$ cat config.mk
export PLATFORM = sky130hd
export DESIGN_NAME = axi4_ocram_initiator_flat
export DESIGN_NICKNAME = d
export VERILOG_FILES = /design/src/rtl/axi4_ocram_initiator_if.sv /design/src/rtl/axi4_ocram_initiator.sv /design/src/flat_wrapper.sv
export SDC_FILE = /design/constraint.sdc
export NUM_CORES = 1
export LEC_CHECK = 0
export ABC_AREA = 1
export BUFFER_PORTS_ARGS = -buffer_cell sky130_fd_sc_hd__buf_2
export CAP_MARGIN = 30
export CORE_AREA = 2 2 177 179
export CTS_CLUSTER_DIAMETER = 200
export CTS_CLUSTER_SIZE = 28
export DETAILED_ROUTE_END_ITERATION = 8
export DIE_AREA = 0 0 179 181
export HOLD_SLACK_MARGIN = 0.06
export PLACE_DENSITY = 0.45
export SYNTH_ARGS = -nofsm -noshare
export SYNTH_HDL_FRONTEND = slang
export SYNTH_SLANG_ARGS = --single-unit
$ cat constraint.sdc
create_clock -name clk -period 1.5 [get_ports clk]
set_input_delay 0.15 -clock clk [delete_from_list [all_inputs] [get_ports clk]]
set_output_delay 0.15 -clock clk [all_outputs]
set_load 0.02 [all_outputs]
$ cat src/rtl/axi4_ocram_initiator_if.sv
`default_nettype none
// ============================================================================
// Module      : axi4_ocram_initiator_if
// Description : AXI4 bus bundle between the ocram initiator (master) and the
//               ocram AXI4 slave port. Five channels, single ID.
// Revision    : 1.0 - initial release
// ============================================================================
interface axi4_ocram_initiator_if #(
    parameter int ID_WIDTH   = 8,
    parameter int DATA_WIDTH = 64,
    parameter int ADDR_WIDTH = 32,
    parameter int STRB_WIDTH = DATA_WIDTH / 8
);
    // Write address channel
    logic [ID_WIDTH-1:0]   awid;
    logic [ADDR_WIDTH-1:0] awaddr;
    logic [7:0]            awlen;
    logic [2:0]            awsize;
    logic [1:0]            awburst;
    logic                  awvalid;
    logic                  awready;
    // Write data channel
    logic [DATA_WIDTH-1:0] wdata;
    logic [STRB_WIDTH-1:0] wstrb;
    logic                  wlast;
    logic                  wvalid;
    logic                  wready;
    // Write response channel
    logic [ID_WIDTH-1:0]   bid;
    logic [1:0]            bresp;
    logic                  bvalid;
    logic                  bready;
    // Read address channel
    logic [ID_WIDTH-1:0]   arid;
    logic [ADDR_WIDTH-1:0] araddr;
    logic [7:0]            arlen;
    logic [2:0]            arsize;
    logic [1:0]            arburst;
    logic                  arvalid;
    logic                  arready;
    // Read data channel
    logic [ID_WIDTH-1:0]   rid;
    logic [DATA_WIDTH-1:0] rdata;
    logic [1:0]            rresp;
    logic                  rlast;
    logic                  rvalid;
    logic                  rready;

    modport master (
        output awid, awaddr, awlen, awsize, awburst, awvalid,
        input  awready,
        output wdata, wstrb, wlast, wvalid,
        input  wready,
        input  bid, bresp, bvalid,
        output bready,
        output arid, araddr, arlen, arsize, arburst, arvalid,
        input  arready,
        input  rid, rdata, rresp, rlast, rvalid,
        output rready
    );

    modport slave (
        input  awid, awaddr, awlen, awsize, awburst, awvalid,
        output awready,
        input  wdata, wstrb, wlast, wvalid,
        output wready,
        output bid, bresp, bvalid,
        input  bready,
        input  arid, araddr, arlen, arsize, arburst, arvalid,
        output arready,
        output rid, rdata, rresp, rlast, rvalid,
        input  rready
    );
endinterface
`default_nettype wire

$ cat src/rtl/axi4_ocram_initiator.sv
`default_nettype none
// ============================================================================
// Module      : axi4_ocram_initiator
// Description : Turns a command + write/read stream interface into single-ID
//               INCR bursts of 64-bit beats on AXI4. One transaction in
//               flight; reports completion and error status with done.
// Revision    : 1.0 - initial release
// ============================================================================
module axi4_ocram_initiator #(
    parameter int ID_WIDTH   = 8,
    parameter int DATA_WIDTH = 64,
    parameter int ADDR_WIDTH = 32,
    parameter int STRB_WIDTH = DATA_WIDTH / 8,
    parameter int TXN_ID     = 0
) (
    input  wire                    clk,
    input  wire                    rst,
    // Command interface
    input  wire                    cmd_valid,
    output logic                   cmd_ready,
    input  wire                    cmd_write,
    input  wire [ADDR_WIDTH-1:0]   cmd_addr,
    input  wire [7:0]              cmd_len,
    // Write beat stream
    input  wire [DATA_WIDTH-1:0]   wr_data,
    input  wire [STRB_WIDTH-1:0]   wr_strb,
    input  wire                    wr_valid,
    output logic                   wr_ready,
    // Read beat stream
    output logic [DATA_WIDTH-1:0]  rd_data,
    output logic                   rd_last,
    output logic                   rd_valid,
    input  wire                    rd_ready,
    // Completion
    output logic                   done,
    output logic                   done_err,
    // AXI4 master port
    axi4_ocram_initiator_if.master axi
);

    localparam logic [ID_WIDTH-1:0] c_txn_id    = ID_WIDTH'(TXN_ID);
    localparam logic [2:0]          c_size_8b   = 3'd3;
    localparam logic [1:0]          c_burst_inc = 2'b01;

    typedef enum logic [2:0] {
        S_IDLE = 3'd0,
        S_AW   = 3'd1,
        S_W    = 3'd2,
        S_B    = 3'd3,
        S_AR   = 3'd4,
        S_R    = 3'd5
    } state_t;

    state_t                r_state;
    state_t                w_state_nxt;
    logic [ADDR_WIDTH-1:0] r_addr;
    logic [7:0]            r_len;
    logic [7:0]            r_cnt;
    logic                  r_err;
    logic                  w_w_hs;
    logic                  w_r_hs;
    logic                  w_beat_err;
    logic                  w_accept;

    assign w_accept = (r_state == S_IDLE) && cmd_valid;

    // State register
    always_ff @(posedge clk) begin
        if (rst) begin
            r_state <= S_IDLE;
        end else begin
            r_state <= w_state_nxt;
        end
    end

    // Command capture, beat counter and sticky read error
    always_ff @(posedge clk) begin
        if (rst) begin
            r_addr <= '0;
            r_len  <= '0;
            r_cnt  <= '0;
            r_err  <= 1'b0;
        end else begin
            if (w_accept) begin
                r_addr <= cmd_addr;
                r_len  <= cmd_len;
                r_cnt  <= '0;
                r_err  <= 1'b0;
            end else if (w_w_hs || w_r_hs) begin
                // Last beat lands on r_cnt == r_len (max 255), so no wrap mid-burst
                r_cnt <= r_cnt + 8'd1;
            end
            if (w_r_hs && w_beat_err) begin
                r_err <= 1'b1;
            end
        end
    end

    // Next state and all outputs; channel payloads are zero outside their state
    always_comb begin
        w_state_nxt = r_state;
        w_w_hs      = 1'b0;
        w_r_hs      = 1'b0;
        w_beat_err  = 1'b0;
        cmd_ready   = 1'b0;
        wr_ready    = 1'b0;
        rd_data     = '0;
        rd_last     = 1'b0;
        rd_valid    = 1'b0;
        done        = 1'b0;
        done_err    = 1'b0;
        axi.awid    = '0;
        axi.awaddr  = '0;
        axi.awlen   = '0;
        axi.awsize  = '0;
        axi.awburst = '0;
        axi.awvalid = 1'b0;
        axi.wdata   = '0;
        axi.wstrb   = '0;
        axi.wlast   = 1'b0;
        axi.wvalid  = 1'b0;
        axi.bready  = 1'b0;
        axi.arid    = '0;
        axi.araddr  = '0;
        axi.arlen   = '0;
        axi.arsize  = '0;
        axi.arburst = '0;
        axi.arvalid = 1'b0;
        axi.rready  = 1'b0;

        case (r_state)
            S_IDLE: begin
                cmd_ready = 1'b1;
                if (cmd_valid) begin
                    w_state_nxt = cmd_write ? S_AW : S_AR;
                end
            end
            S_AW: begin
                axi.awid    = c_txn_id;
                axi.awaddr  = r_addr;
                axi.awlen   = r_len;
                axi.awsize  = c_size_8b;
                axi.awburst = c_burst_inc;
                axi.awvalid = 1'b1;
                if (axi.awready) begin
                    w_state_nxt = S_W;
                end
            end
            S_W: begin
                axi.wvalid = wr_valid;
                axi.wdata  = wr_data;
                axi.wstrb  = wr_strb;
                axi.wlast  = (r_cnt == r_len);
                wr_ready   = axi.wready;
                w_w_hs     = wr_valid && axi.wready;
                if (w_w_hs && (r_cnt == r_len)) begin
                    w_state_nxt = S_B;
                end
            end
            S_B: begin
                axi.bready = 1'b1;
                if (axi.bvalid) begin
                    done        = 1'b1;
                    done_err    = r_err || (axi.bresp != 2'b00) || (axi.bid != c_txn_id);
                    w_state_nxt = S_IDLE;
                end
            end
            S_AR: begin
                axi.arid    = c_txn_id;
                axi.araddr  = r_addr;
                axi.arlen   = r_len;
                axi.arsize  = c_size_8b;
                axi.arburst = c_burst_inc;
                axi.arvalid = 1'b1;
                if (axi.arready) begin
                    w_state_nxt = S_R;
                end
            end
            S_R: begin
                rd_valid   = axi.rvalid;
                rd_data    = axi.rdata;
                rd_last    = axi.rlast;
                axi.rready = rd_ready;
                w_r_hs     = axi.rvalid && rd_ready;
                w_beat_err = (axi.rresp != 2'b00) || (axi.rid != c_txn_id);
                if (w_r_hs && axi.rlast) begin
                    done        = 1'b1;
                    // Early or late rlast relative to the requested length is an error
                    done_err    = r_err || w_beat_err || (r_cnt != r_len);
                    w_state_nxt = S_IDLE;
                end
            end
            default: begin
                w_state_nxt = S_IDLE;
            end
        endcase
    end

endmodule
`default_nettype wire

$ cat src/flat_wrapper.sv
// flat-port wrapper written by rule: the top's interface ports become plain ports
module axi4_ocram_initiator_flat 
#(
    parameter int ID_WIDTH   = 8,
    parameter int DATA_WIDTH = 64,
    parameter int ADDR_WIDTH = 32,
    parameter int STRB_WIDTH = DATA_WIDTH / 8,
    parameter int TXN_ID     = 0
)
  (clk, rst, cmd_valid, cmd_ready, cmd_write, cmd_addr, cmd_len, wr_data, wr_strb, wr_valid, wr_ready, rd_data, rd_last, rd_valid, rd_ready, done, done_err, axi_awid, axi_awaddr, axi_awlen, axi_awsize, axi_awburst, axi_awvalid, axi_awready, axi_wdata, axi_wstrb, axi_wlast, axi_wvalid, axi_wready, axi_bid, axi_bresp, axi_bvalid, axi_bready, axi_arid, axi_araddr, axi_arlen, axi_arsize, axi_arburst, axi_arvalid, axi_arready, axi_rid, axi_rdata, axi_rresp, axi_rlast, axi_rvalid, axi_rready);
  axi4_ocram_initiator_if #(.ID_WIDTH(ID_WIDTH), .DATA_WIDTH(DATA_WIDTH), .ADDR_WIDTH(ADDR_WIDTH), .STRB_WIDTH(STRB_WIDTH)) axi_i ();
  input  wire clk;
  input  wire rst;
  input  wire cmd_valid;
  output logic cmd_ready;
  input  wire cmd_write;
  input  wire [ADDR_WIDTH-1:0] cmd_addr;
  input  wire [7:0] cmd_len;
  input  wire [DATA_WIDTH-1:0] wr_data;
  input  wire [STRB_WIDTH-1:0] wr_strb;
  input  wire wr_valid;
  output logic wr_ready;
  output logic [DATA_WIDTH-1:0] rd_data;
  output logic rd_last;
  output logic rd_valid;
  input  wire rd_ready;
  output logic done;
  output logic done_err;
  output wire logic [$bits(axi_i.awid)-1:0] axi_awid;
  output wire logic [$bits(axi_i.awaddr)-1:0] axi_awaddr;
  output wire logic [$bits(axi_i.awlen)-1:0] axi_awlen;
  output wire logic [$bits(axi_i.awsize)-1:0] axi_awsize;
  output wire logic [$bits(axi_i.awburst)-1:0] axi_awburst;
  output wire logic [$bits(axi_i.awvalid)-1:0] axi_awvalid;
  input wire logic [$bits(axi_i.awready)-1:0] axi_awready;
  output wire logic [$bits(axi_i.wdata)-1:0] axi_wdata;
  output wire logic [$bits(axi_i.wstrb)-1:0] axi_wstrb;
  output wire logic [$bits(axi_i.wlast)-1:0] axi_wlast;
  output wire logic [$bits(axi_i.wvalid)-1:0] axi_wvalid;
  input wire logic [$bits(axi_i.wready)-1:0] axi_wready;
  input wire logic [$bits(axi_i.bid)-1:0] axi_bid;
  input wire logic [$bits(axi_i.bresp)-1:0] axi_bresp;
  input wire logic [$bits(axi_i.bvalid)-1:0] axi_bvalid;
  output wire logic [$bits(axi_i.bready)-1:0] axi_bready;
  output wire logic [$bits(axi_i.arid)-1:0] axi_arid;
  output wire logic [$bits(axi_i.araddr)-1:0] axi_araddr;
  output wire logic [$bits(axi_i.arlen)-1:0] axi_arlen;
  output wire logic [$bits(axi_i.arsize)-1:0] axi_arsize;
  output wire logic [$bits(axi_i.arburst)-1:0] axi_arburst;
  output wire logic [$bits(axi_i.arvalid)-1:0] axi_arvalid;
  input wire logic [$bits(axi_i.arready)-1:0] axi_arready;
  input wire logic [$bits(axi_i.rid)-1:0] axi_rid;
  input wire logic [$bits(axi_i.rdata)-1:0] axi_rdata;
  input wire logic [$bits(axi_i.rresp)-1:0] axi_rresp;
  input wire logic [$bits(axi_i.rlast)-1:0] axi_rlast;
  input wire logic [$bits(axi_i.rvalid)-1:0] axi_rvalid;
  output wire logic [$bits(axi_i.rready)-1:0] axi_rready;
  assign axi_awid = axi_i.awid;
  assign axi_awaddr = axi_i.awaddr;
  assign axi_awlen = axi_i.awlen;
  assign axi_awsize = axi_i.awsize;
  assign axi_awburst = axi_i.awburst;
  assign axi_awvalid = axi_i.awvalid;
  assign axi_i.awready = axi_awready;
  assign axi_wdata = axi_i.wdata;
  assign axi_wstrb = axi_i.wstrb;
  assign axi_wlast = axi_i.wlast;
  assign axi_wvalid = axi_i.wvalid;
  assign axi_i.wready = axi_wready;
  assign axi_i.bid = axi_bid;
  assign axi_i.bresp = axi_bresp;
  assign axi_i.bvalid = axi_bvalid;
  assign axi_bready = axi_i.bready;
  assign axi_arid = axi_i.arid;
  assign axi_araddr = axi_i.araddr;
  assign axi_arlen = axi_i.arlen;
  assign axi_arsize = axi_i.arsize;
  assign axi_arburst = axi_i.arburst;
  assign axi_arvalid = axi_i.arvalid;
  assign axi_i.arready = axi_arready;
  assign axi_i.rid = axi_rid;
  assign axi_i.rdata = axi_rdata;
  assign axi_i.rresp = axi_rresp;
  assign axi_i.rlast = axi_rlast;
  assign axi_i.rvalid = axi_rvalid;
  assign axi_rready = axi_i.rready;
  axi4_ocram_initiator #(.ID_WIDTH(ID_WIDTH), .DATA_WIDTH(DATA_WIDTH), .ADDR_WIDTH(ADDR_WIDTH), .STRB_WIDTH(STRB_WIDTH), .TXN_ID(TXN_ID)) u_core (.clk(clk), .rst(rst), .cmd_valid(cmd_valid), .cmd_ready(cmd_ready), .cmd_write(cmd_write), .cmd_addr(cmd_addr), .cmd_len(cmd_len), .wr_data(wr_data), .wr_strb(wr_strb), .wr_valid(wr_valid), .wr_ready(wr_ready), .rd_data(rd_data), .rd_last(rd_last), .rd_valid(rd_valid), .rd_ready(rd_ready), .done(done), .done_err(done_err), .axi(axi_i));
endmodule
* Word level (Yosys, flattened, before mapping)
Cells that the tools add are included.
W data, S select, Z words.
** Operators by class
- Bitwise gates (word level) :: 0
- Div/mod/pow operators :: 0
- Shift-type cells :: 0
- Eq/ne operators :: 13
- Order comparisons :: 0
- Multiply operators :: 0
- Reductions and logical operators :: 20
- Muxes and demuxes :: 40
- Add/sub/neg operators :: 1
** Operators with widths (count)
- $mux W64 :: 2
- $mux W32 :: 2
- $mux W8 :: 3
- $mux W1 :: 21
- $mux W3 :: 7
- $pmux W3 S6 :: 1
- $reduce_bool A8 Y1 :: 2
- $add A8 B1 Y8 const B :: 1
- $eq A8 B8 Y1 :: 1
- $ne A2 B2 Y1 const B :: 4
- $ne A8 B8 Y1 :: 1
- $eq A3 B2 Y1 const B :: 2
- $eq A3 B3 Y1 const B :: 2
- $logic_and A1 B1 Y1 :: 6
- $logic_or A1 B1 Y1 :: 6
- $reduce_and A6 Y1 :: 1
- $reduce_bool A2 Y1 :: 3
- $mux W2 :: 2
- $ne A2 B1 Y1 const B :: 2
- $pmux W1 S2 :: 2
- $eq A3 B1 Y1 const B :: 1
- $logic_not A3 Y1 :: 1
- $reduce_or A2 Y1 :: 1
** Word-level totals
- Memories :: 0
- Output and inout port bits :: 254
- Bits in read-only memories :: 0
- Logic and storage cells :: 79
- Bits in writable memories :: 0
- Input port bits :: 208
- Latch bits :: 0
- Register bits after elaboration :: 52

* Depth between registers and ports, before layout
Gate-level depths: netlist of run 1.
- Depth after elaboration :: 6
- Depth in mapped cells :: 10
- Depth with buffers taken out :: 10

* Worst setup path after synthesis of run 1
OpenSTA, ideal clock, no wires.
- Kind :: register to output
- From :: register u_core.r_state[0]
- To :: output port axi_awaddr[0]
- Buffers on the path :: 1
- Cell stages (with the launch flop) :: 6
- Arrival :: 1.899 ns
- Slack :: -0.549 ns
- Data required time :: 1.350 ns
- Cell sequence :: dfxtp_1 -> inv_1 -> nor3_1 -> inv_2 -> clkbuf_1 -> nor2_1
** On the way
- Cells in the longest elaborated chain, start to end :: 2
** RTL lines
- from (decl) :: RTL line axi4_ocram_initiator.sv:54 : state_t r_state;
- from (signal assigned) :: RTL line axi4_ocram_initiator.sv:72 : r_state <= w_state_nxt;
- $eq A3 B1 Y1 :: RTL line axi4_ocram_initiator.sv:131 : case (r_state)
- $mux W32 :: RTL line axi4_ocram_initiator.sv:131
- to (decl) :: RTL line flat_wrapper.sv:30 : output wire logic [$bits(axi_i.awaddr)-1:0] axi_awaddr;
No other way between the ends.

* Final worst setup path of run 1
- From :: register u_core.r_state[2]
- To :: output port axi_awaddr[17]
The elaborated chain is that of the path after synthesis.

==> results, run 1 <==
- The flow ran to the end, but the final reports show violations.
- The checks that failed: negative setup slack.
- The shortest period the worst path allows is around 1.8 ns.
- The sum of overflow across all layers after global routing is 0.
- The TritonCTS clock tree is yes.
- The maximum single-stage delay on the critical path is approximately 0.38 ns.
- Final hold analysis gives a worst-case slack of 0.1172 ns.
- The worst register-to-register path begins at u_core.r_state[0].
- The final number of setup-violating endpoints is between 200 and 250.
- The number of placed I/O pins is 462.
- The clock passes through at most 2 buffers.
- The number of maximum-capacitance constraint violations is 0.
- Setup repair after global routing could not meet its margin everywhere.
- sky130_fd_sc_hd__dfxtp_1 takes more of the synthesized area than any other cell.
- The initialized floorplan defines 64 standard-cell rows.
- The fraction of final layout cells sized beyond drive strength 1 is a little over 50%.
- The worst setup path is of the register to primary output kind.
- The die is roughly 180 µm tall.
- Counting every instance in the synthesized netlist gives approximately 730.
- The total wire length after detailed routing is 23.65 mm.
- STA puts the critical path data required time at 1.35 ns.
- The cell count after placement is roughly 1600.
- For this run, design rule violations remaining after detail routing come to 0.
- The startpoint of the worst setup timing path is u_core.r_state[2].
- The portion of the clock cycle consumed by the worst path in the final layout is 117.5%.
- The data arrival time of the critical path is between 1.5 and 2 ns.
- The area of the die is between 30000 and 40000 µm².
- In this run the tool buffered the top-level ports with between 400 and 500 buffer cells.
- After detailed routing, the average wire length per cell comes to ~15 µm.
- The DRC violation total after the first TritonRoute iteration is 180.
- The ratio of routed vias to standard cells is roughly 3.7.
- The final worst slack is -0.2632 ns.
- The worst setup path is captured at a primary output.
- The die width is about 180 µm.
- Among all flip-flop cells after synthesis, the most frequent one is sky130_fd_sc_hd__dfxtp_1.
- By count the netlist is led by 240 x sky130_fd_sc_hd__nor2_1, 198 x sky130_fd_sc_hd__inv_1, 52 x sky130_fd_sc_hd__dfxtp_1.
- The routed via count is 5955.
- The total power density per cell area is approximately 1400 nW/µm².
- The number of flops mapped to enable cells by yosys is 0.
- The clock drives 52 sinks.
- From synthesis to final layout, the design area changed by 103.2%.
- The count of cells in the finished layout, fillers not included, comes to between 1500 and 2000.
- The number of hold violations in the final report was 0.
- Cells fill a little over a quarter of the core in the end.
- In this run the remaining antenna-violating nets after routing total 0.
- At the end of the flow, the number of nets in the layout was roughly 1400.
- TritonCTS created 5 clock buffers.
- For this configuration, the core starts out at a cell density of 13.07%.
- Counting flops and latches in the post-synthesis netlist gives 52.
- The startpoint of the lowest-slack hold path is cmd_addr[0].
- The most repeated cell in the gate-level netlist after synthesis is sky130_fd_sc_hd__nor2_1.
- The worst clock skew on the final layout is ~0.0028 ns.
- The number of fill cells in the layout is approximately 3400.
- In this run the static leakage power is approximately 4.7 nW.
- The final cell area excluding filler cells is between 8000 and 9000 µm².
- The maximum number of pins on one net before global-route repair is 44.
- Global routing used between 10% and 20% of the available tracks.
- A synthesized cell averages ~5.4 µm².
- The max-slew violation count is 0.
- For this design, the slowest cell found on the critical path is sky130_fd_sc_hd__dfxtp_4.
- After synthesis, the share of flip-flops with an asynchronous set or reset is 0%.
- The root buffer selected by CTS is sky130_fd_sc_hd__clkbuf_16.
- The H-tree was split into 2 levels.
- The clock reaches the later pin of the worst-skew pair after between 0.2 and 0.3 ns.
- The post-placement setup slack is -0.1070 ns.
- The synthesized netlist occupies a cell area of between 3000 and 4000 µm².
- The worst setup path is launched from a register.
- The count of distinct cell types in the synthesized netlist is 33.
- The core footprint is just over 30000 µm².
- The number of antenna violations at the first check in global routing is 14.
- Detailed placement ended at an HPWL of roughly 20 mm.
- After synthesis, the largest area contributor takes up 26.24% of total cell area.
- For this run, the register share of the synthesized area comes to roughly a quarter.
- The number of synthesis warnings is 0.
- The total placed instance area is between 6000 and 7000 µm².
- The signal on the critical path passes through buf_6, nor3_4, inv_4, clkbuf_16, nor2_1, buf_4.
- Yosys attributes the largest share of cell area to sky130_fd_sc_hd__dfxtp_1 26%, sky130_fd_sc_hd__nor2_1 23%, sky130_fd_sc_hd__inv_1 19%.
- Of all nets on the critical path, the largest fanout is 13.
- Clock-pin slew was measured on the worst setup and hold paths at around 0.07 ns.
- The design draws roughly 11 mW.
- The congestion estimate from routability-driven global placement came to slightly above 0.8.
- The first-pass detailed-route iteration total is 4.
- The worst-case IR drop observed on VDD is between 0.6 and 0.7 mV.
- The via count of the first global-routing pass was 5825.
- The class of the worst hold path is input pin to register.
- Static timing analysis puts the maximum clock frequency at approximately 570 MHz.
- The first global-routing pass estimated approximately 33 mm of wire.
- Adding up every negative setup slack in the final design gives -35.77 ns.
path summary, 6_finish.rpt:
check	end	slack (ns)	depth (start not counted)
setup / recovery	axi_awaddr[17]	-0.26	6
hold / removal	u_core.r_addr[0]	0.12	3
setup reg to reg	u_core.r_cnt[3]	-0.14	10
hold reg to reg	u_core.r_addr[9]	0.49	2
worst max-delay path, delay by kind of cell, from the launching register on:
family / cells / cell delay (ns)
buffers and inverters: 4 / 0.60
flip-flops: 1 / 0.38
AND/OR/NAND/NOR: 2 / 0.34
routing by layer:
| metal | up-vias | GRT usage [%] | share of wire (%) |
|---|---|---|---|
| met5 | - | 0 | 0.26 |
| met3 | 28 | 4.209 | 8.9 |
| met1 | 2639 | 14.50 | 38 |
| met2 | 266 | 24.40 | 52 |
| met4 | 10 | 4.455 | 1.1 |
| li1 | 3012 | - | - |
state kept, by name, indices dropped and copies added (netlist names):
name	count
u_core.r_cnt	8
u_core.r_state	3
u_core.r_len	8
u_core.r_err	1
u_core.r_addr	32
power breakdown:
group	switching, mW	total [mW]	internal (mW)
logic	4.69	7.80	3.11
clock network	0.576	1.21	0.632
registers	0.180	1.96	1.78
logic make-up after synthesis:
| logic type | share of synthesized area, % |
|---|---|
| compound gates | 12.87 |
| xor+xnor | 1.324 |
| fa+ha+maj | 0.3153 |
| buf+inv | 27.94 |
| flops | 26.24 |
| other cells | 0.09452 |
| simple gates | 31.22 |
cell type report:
type | instances | area, µm² | area share, %
tap | 396 | 495.5 | 6.146
antenna | 6 | 15.01 | 0.1862
timing repair buffer | 510 | 3357 | 41.64
sequential | 52 | 1060 | 13.15
clock inverter | 3 | 26.28 | 0.3259
inverter | 204 | 778.2 | 9.654
clock buffer | 5 | 125.1 | 1.552
multi-input combinational | 435 | 2205 | 27.35
timing repair:
| item | 4_1_cts | 5_1_grt |
|---|---|---|
| buffers inserted | 8 | 2 |
| pin swaps | 9 | 6 |
| gates resized for setup | 165 | 92 |
| endpoints found under the hold margin | 1 | 0 |
| endpoints found under the setup margin | 260 | 276 |
| cloned | 2 | 1 |
| hold buffers | 1 | 0 |
cells in the final DEF, fill, tap and decap left out, types with 3 or more instances in the layout:
master                      synthesis  routed
sky130_fd_sc_hd__buf_6              0      33
sky130_fd_sc_hd__a21oi_1           50      46
sky130_fd_sc_hd__nor3_1             6       3
sky130_fd_sc_hd__o21ai_1            9       9
sky130_fd_sc_hd__buf_16             0       3
sky130_fd_sc_hd__xnor2_1            6       6
sky130_fd_sc_hd__o21ai_0           35      34
sky130_fd_sc_hd__nand4_1            4       4
sky130_fd_sc_hd__nor2_2             1      53
sky130_fd_sc_hd__dfxtp_1           52      43
sky130_fd_sc_hd__nand3_1            5       3
sky130_fd_sc_hd__nand2_2            2       5
sky130_fd_sc_hd__conb_1             1      20
sky130_fd_sc_hd__inv_2              5       3
sky130_fd_sc_hd__inv_4              1       3
sky130_fd_sc_hd__buf_12             0       7
sky130_fd_sc_hd__nor2_1           240     173
sky130_fd_sc_hd__dfxtp_4            0       3
sky130_fd_sc_hd__buf_4             26     152
sky130_fd_sc_hd__nor2_4             0      15
sky130_fd_sc_hd__a21oi_2            1       4
sky130_fd_sc_hd__clkbuf_16          0       6
sky130_fd_sc_hd__diode_2            0       6
sky130_fd_sc_hd__buf_2              8     311
sky130_fd_sc_hd__inv_1            198     197
sky130_fd_sc_hd__dfxtp_2            0       6
sky130_fd_sc_hd__nand2_1           43      40
Power figures use the tool's default switching activity.
==> run 2, diff against run 1 <==
--- a/config.mk
+++ b/config.mk
@@ -15,6 +15,7 @@
 export DIE_AREA = 0 0 179 181
 export HOLD_SLACK_MARGIN = 0.06
 export PLACE_DENSITY = 0.45
+export SETUP_SLACK_MARGIN = 0.3
 export SYNTH_ARGS = -nofsm -noshare
 export SYNTH_HDL_FRONTEND = slang
 export SYNTH_SLANG_ARGS = --single-unit
==> run 2 against run 1 <==
The flow still finishes with violations (negative setup slack); sequential power about the same; critical path type unchanged; routed wire length rose by 21%; sequential share of layout area is 4.5 points lower; largest cell class unchanged; clock skew increased by 0.0041 ns; highest routed layer unchanged; die area stayed put.
==> results, run 2 (synthesis gave the netlist of run 1 again) <==
- The post-route netlist has 72.66% of its cells at a drive strength greater than 1.
- The routed via count is ~6500.
- The number of hold violations in the final report is 0.
- The routed wire length per instance is 17.04 µm.
- The maximum vdd drop is between 1 and 1.5 mV.
- The total power density per cell area is between 1000 and 1500 nW/µm².
- The maximum single-stage delay on the critical path is 0.38 ns.
- Entering global routing, the biggest net connects 31 pins.
- Setup repair after global routing could not meet its margin everywhere.
- Summed over all nets, the switching power comes to between 8 and 9 mW.
- The initialized floorplan defines 64 standard-cell rows.
- The first-pass detailed-route iteration total is 4.
- For the finished layout, the period the worst path requires is ~1.8 ns.
- Once the floorplan was initialized, standard cells occupied a little over an eighth of the core.
- The library cell used most frequently in the layout, excluding fill and tap cells, is sky130_fd_sc_hd__buf_6.
- Of all nets on the critical path, the largest fanout is 12.
- The top cell types in the final layout, fill and taps aside, are 253 x sky130_fd_sc_hd__buf_6, 212 x sky130_fd_sc_hd__nor2_4, 208 x sky130_fd_sc_hd__buf_2, 191 x sky130_fd_sc_hd__inv_1, 51 x sky130_fd_sc_hd__buf_4.
- The number of placed I/O pins is between 400 and 500.
- The die height is around 180 µm.
- The final number of setup-violating endpoints is 283.
- The data arrival time of the critical path is between 1.5 and 2 ns.
- The root buffer selected by CTS is sky130_fd_sc_hd__clkbuf_16.
- The area of the die is around 32000 µm².
- For this block, the initial DRC count from the detailed router was between 100 and 150.
- The total wire length after detailed routing is between 20 and 30 mm.
- For this run, the post-layout net count is roughly 1500.
- The clock slew seen by the registers of the worst setup and hold paths is roughly 0.080 ns.
- During placement, the flow inserted port buffers numbering between 400 and 500.
- Once detail routing completed, the nets flagged for antenna violations numbered 0.
- The portion of the clock cycle consumed by the worst path in the final layout is 118.8%.
- The placer congestion estimate is ~0.86.
- The proportion of total power due to net switching is between 40% and 50%.
- The number of clock buffers inserted by TritonCTS is 5.
- The deepest clock path buffer count is 2.
- Timing would allow up to between 500 and 600 MHz.
- Clock skew on the completed layout was measured at just under 0.007 ns.
- The leakage power summed over all cells is 5.738 nW.
- The H-tree was split into 2 levels.
- After detailed routing, the number of vias per cell comes to ~3.8.
- The max-slew violation count is 0.
- The core footprint is approximately 30000 µm².
- The residual DRC count is 0.
- The portion of total power attributed to the clock network is slightly below 7%.
- The slowest cell on the critical path is sky130_fd_sc_hd__dfxtp_4.
- The class of the worst hold path is input pin to register.
- In the final layout, the registers with the most flip-flops are u_core.r_addr: 32 flops, u_core.r_cnt: 8 flops, u_core.r_len: 8 flops.
- The area growth from synthesis to layout is 210.1%.
- At the placement stage, the worst setup path has a slack of -0.1953 ns.
- The wire length of the first global-routing pass is 40.24 mm.
- The final reports fail on negative setup slack.
- The endpoint type of the worst setup path is a primary output.
- Clock tree synthesis found a total of 52 sinks.
- In this design, the critical path's most frequently occurring cell is sky130_fd_sc_hd__buf_12.
- The number of maximum-capacitance constraint violations is 0.
- The placed wire-length estimate is approximately 22 mm.
- The die width is between 150 and 200 µm.
- The worst slew margin relative to its limit is a little over three fifths.
- The via count of the first global-routing pass was 6715.
- For the worst setup path, the data required time is about 1.4 ns.
- The run finished, with violations left.
- Global routing finished with a remaining overflow of 0.
- The number of antenna violations at the first check in global routing is 15.
- Total power for the finished layout comes to 18.06 mW.
- The sequential fraction of design power is around 11%.
- Once layout is complete, the utilization of the core stands at about two fifths.
- The slew at the pin with the worst max-slew slack is between 0.5 and 0.6 ns.
- The category of the most critical setup path is register to primary output.
- Adding up every negative setup slack in the final design gives -49.47 ns.
- The register with the most flip-flops in the layout has 32 of them.
- Combinational cells account for between 80% and 90% of the total power.
- The worst setup path is launched from a register.
- The TritonCTS clock tree is yes.
- The clock latency on the worst-skew pair is 0.30 ns.
- Walking the worst path, the cells encountered are buf_12, nor3_4, inv_4, buf_12, nor2_2, buf_4.
- The setup check on the worst reg-to-reg path leaves a slack of -0.19 ns.
- The global-route usage over all layers is 16.52%.
- After layout, the worst setup slack is -0.2825 ns.
- The internal portion of the total power is a little under 10 mW.
- The most flop-heavy register is u_core.r_addr.
[run 2: cell types whose count changed in the layout (fill, tap and decap cells not counted), sizes merged]
cell      change
nand2         +1
buf          +66
clkinvlp      -1
clkbuf        +2
clkinv        +2
inv           +1
diode         -1
[run 2: critical path, delay by kind of cell (launching register included)]
family | cells | cell delay, ns
buf+inv | 4 | 0.60
flops | 1 | 0.38
simple gates | 2 | 0.34
[run 2: path summary, 6_finish.rpt]
| path | end | from | cells past startpoint |
|---|---|---|---|
| min reg2reg | u_core.r_cnt[5] | u_core.r_cnt[5] | 2 |
| min | u_core.r_addr[12] | cmd_addr[12] | 3 |
| max reg2reg | u_core.r_state[2] | u_core.r_cnt[6] | 14 |
| max | axi_awaddr[7] | u_core.r_state[2] | 6 |
[run 2: power by group through the flow]
| stage | clock (mW) | combinational (mW) | sequential (mW) |
|---|---|---|---|
| 2_1_floorplan | 0 | 5.69 | 1.95 |
| 3_3_place_gp | 0 | 8.36 | 2.00 |
| 3_5_place_dp | 0 | 8.36 | 2.01 |
| 4_1_cts | 1.29 | 13.6 | 1.98 |
| 5_1_grt | 1.32 | 15.6 | 2.03 |
| 6_report | 1.24 | 14.8 | 1.99 |
[run 2: repair_timing]
action	CTS	global route
hold buffers	1	0
cloned	19	4
pin swaps	38	34
buffers inserted	39	14
setup endpoints to repair	286	286
resized for setup	683	104
hold endpoints to repair	1	0
[run 2: routing by layer]
layer	GRT usage [%]	part of all wire, %	vias to the layer above
met5	0	0.066	-
met4	3.707	1.6	4
met3	2.904	6.7	32
met2	31.49	54	282
met1	18.74	38	2973
li1	-	-	3172
[run 2: cell type report]
class / instances / area, µm²
fill: 2986 / 18050
timing repair buffer: 578 / 5754
multi-input combinational: 436 / 3971
sequential: 52 / 1064
inverter: 204 / 817.0
tap: 396 / 495.5
clock buffer: 5 / 125.1
timing repair inverter: 2 / 36.28
clock inverter: 3 / 27.53
antenna: 5 / 12.51
[run 2: metrics by stage]
stage               std cells  hold WS (ns)  instance area [µm²]
floorplan                 753        0.2224                 5433
global placement         1591        0.3316                 8292
detailed placement       1591        0.3398                 8292
CTS                      1658       0.09528                11670
global route             1680        0.1006                12300
finish                   1681        0.1036                12300
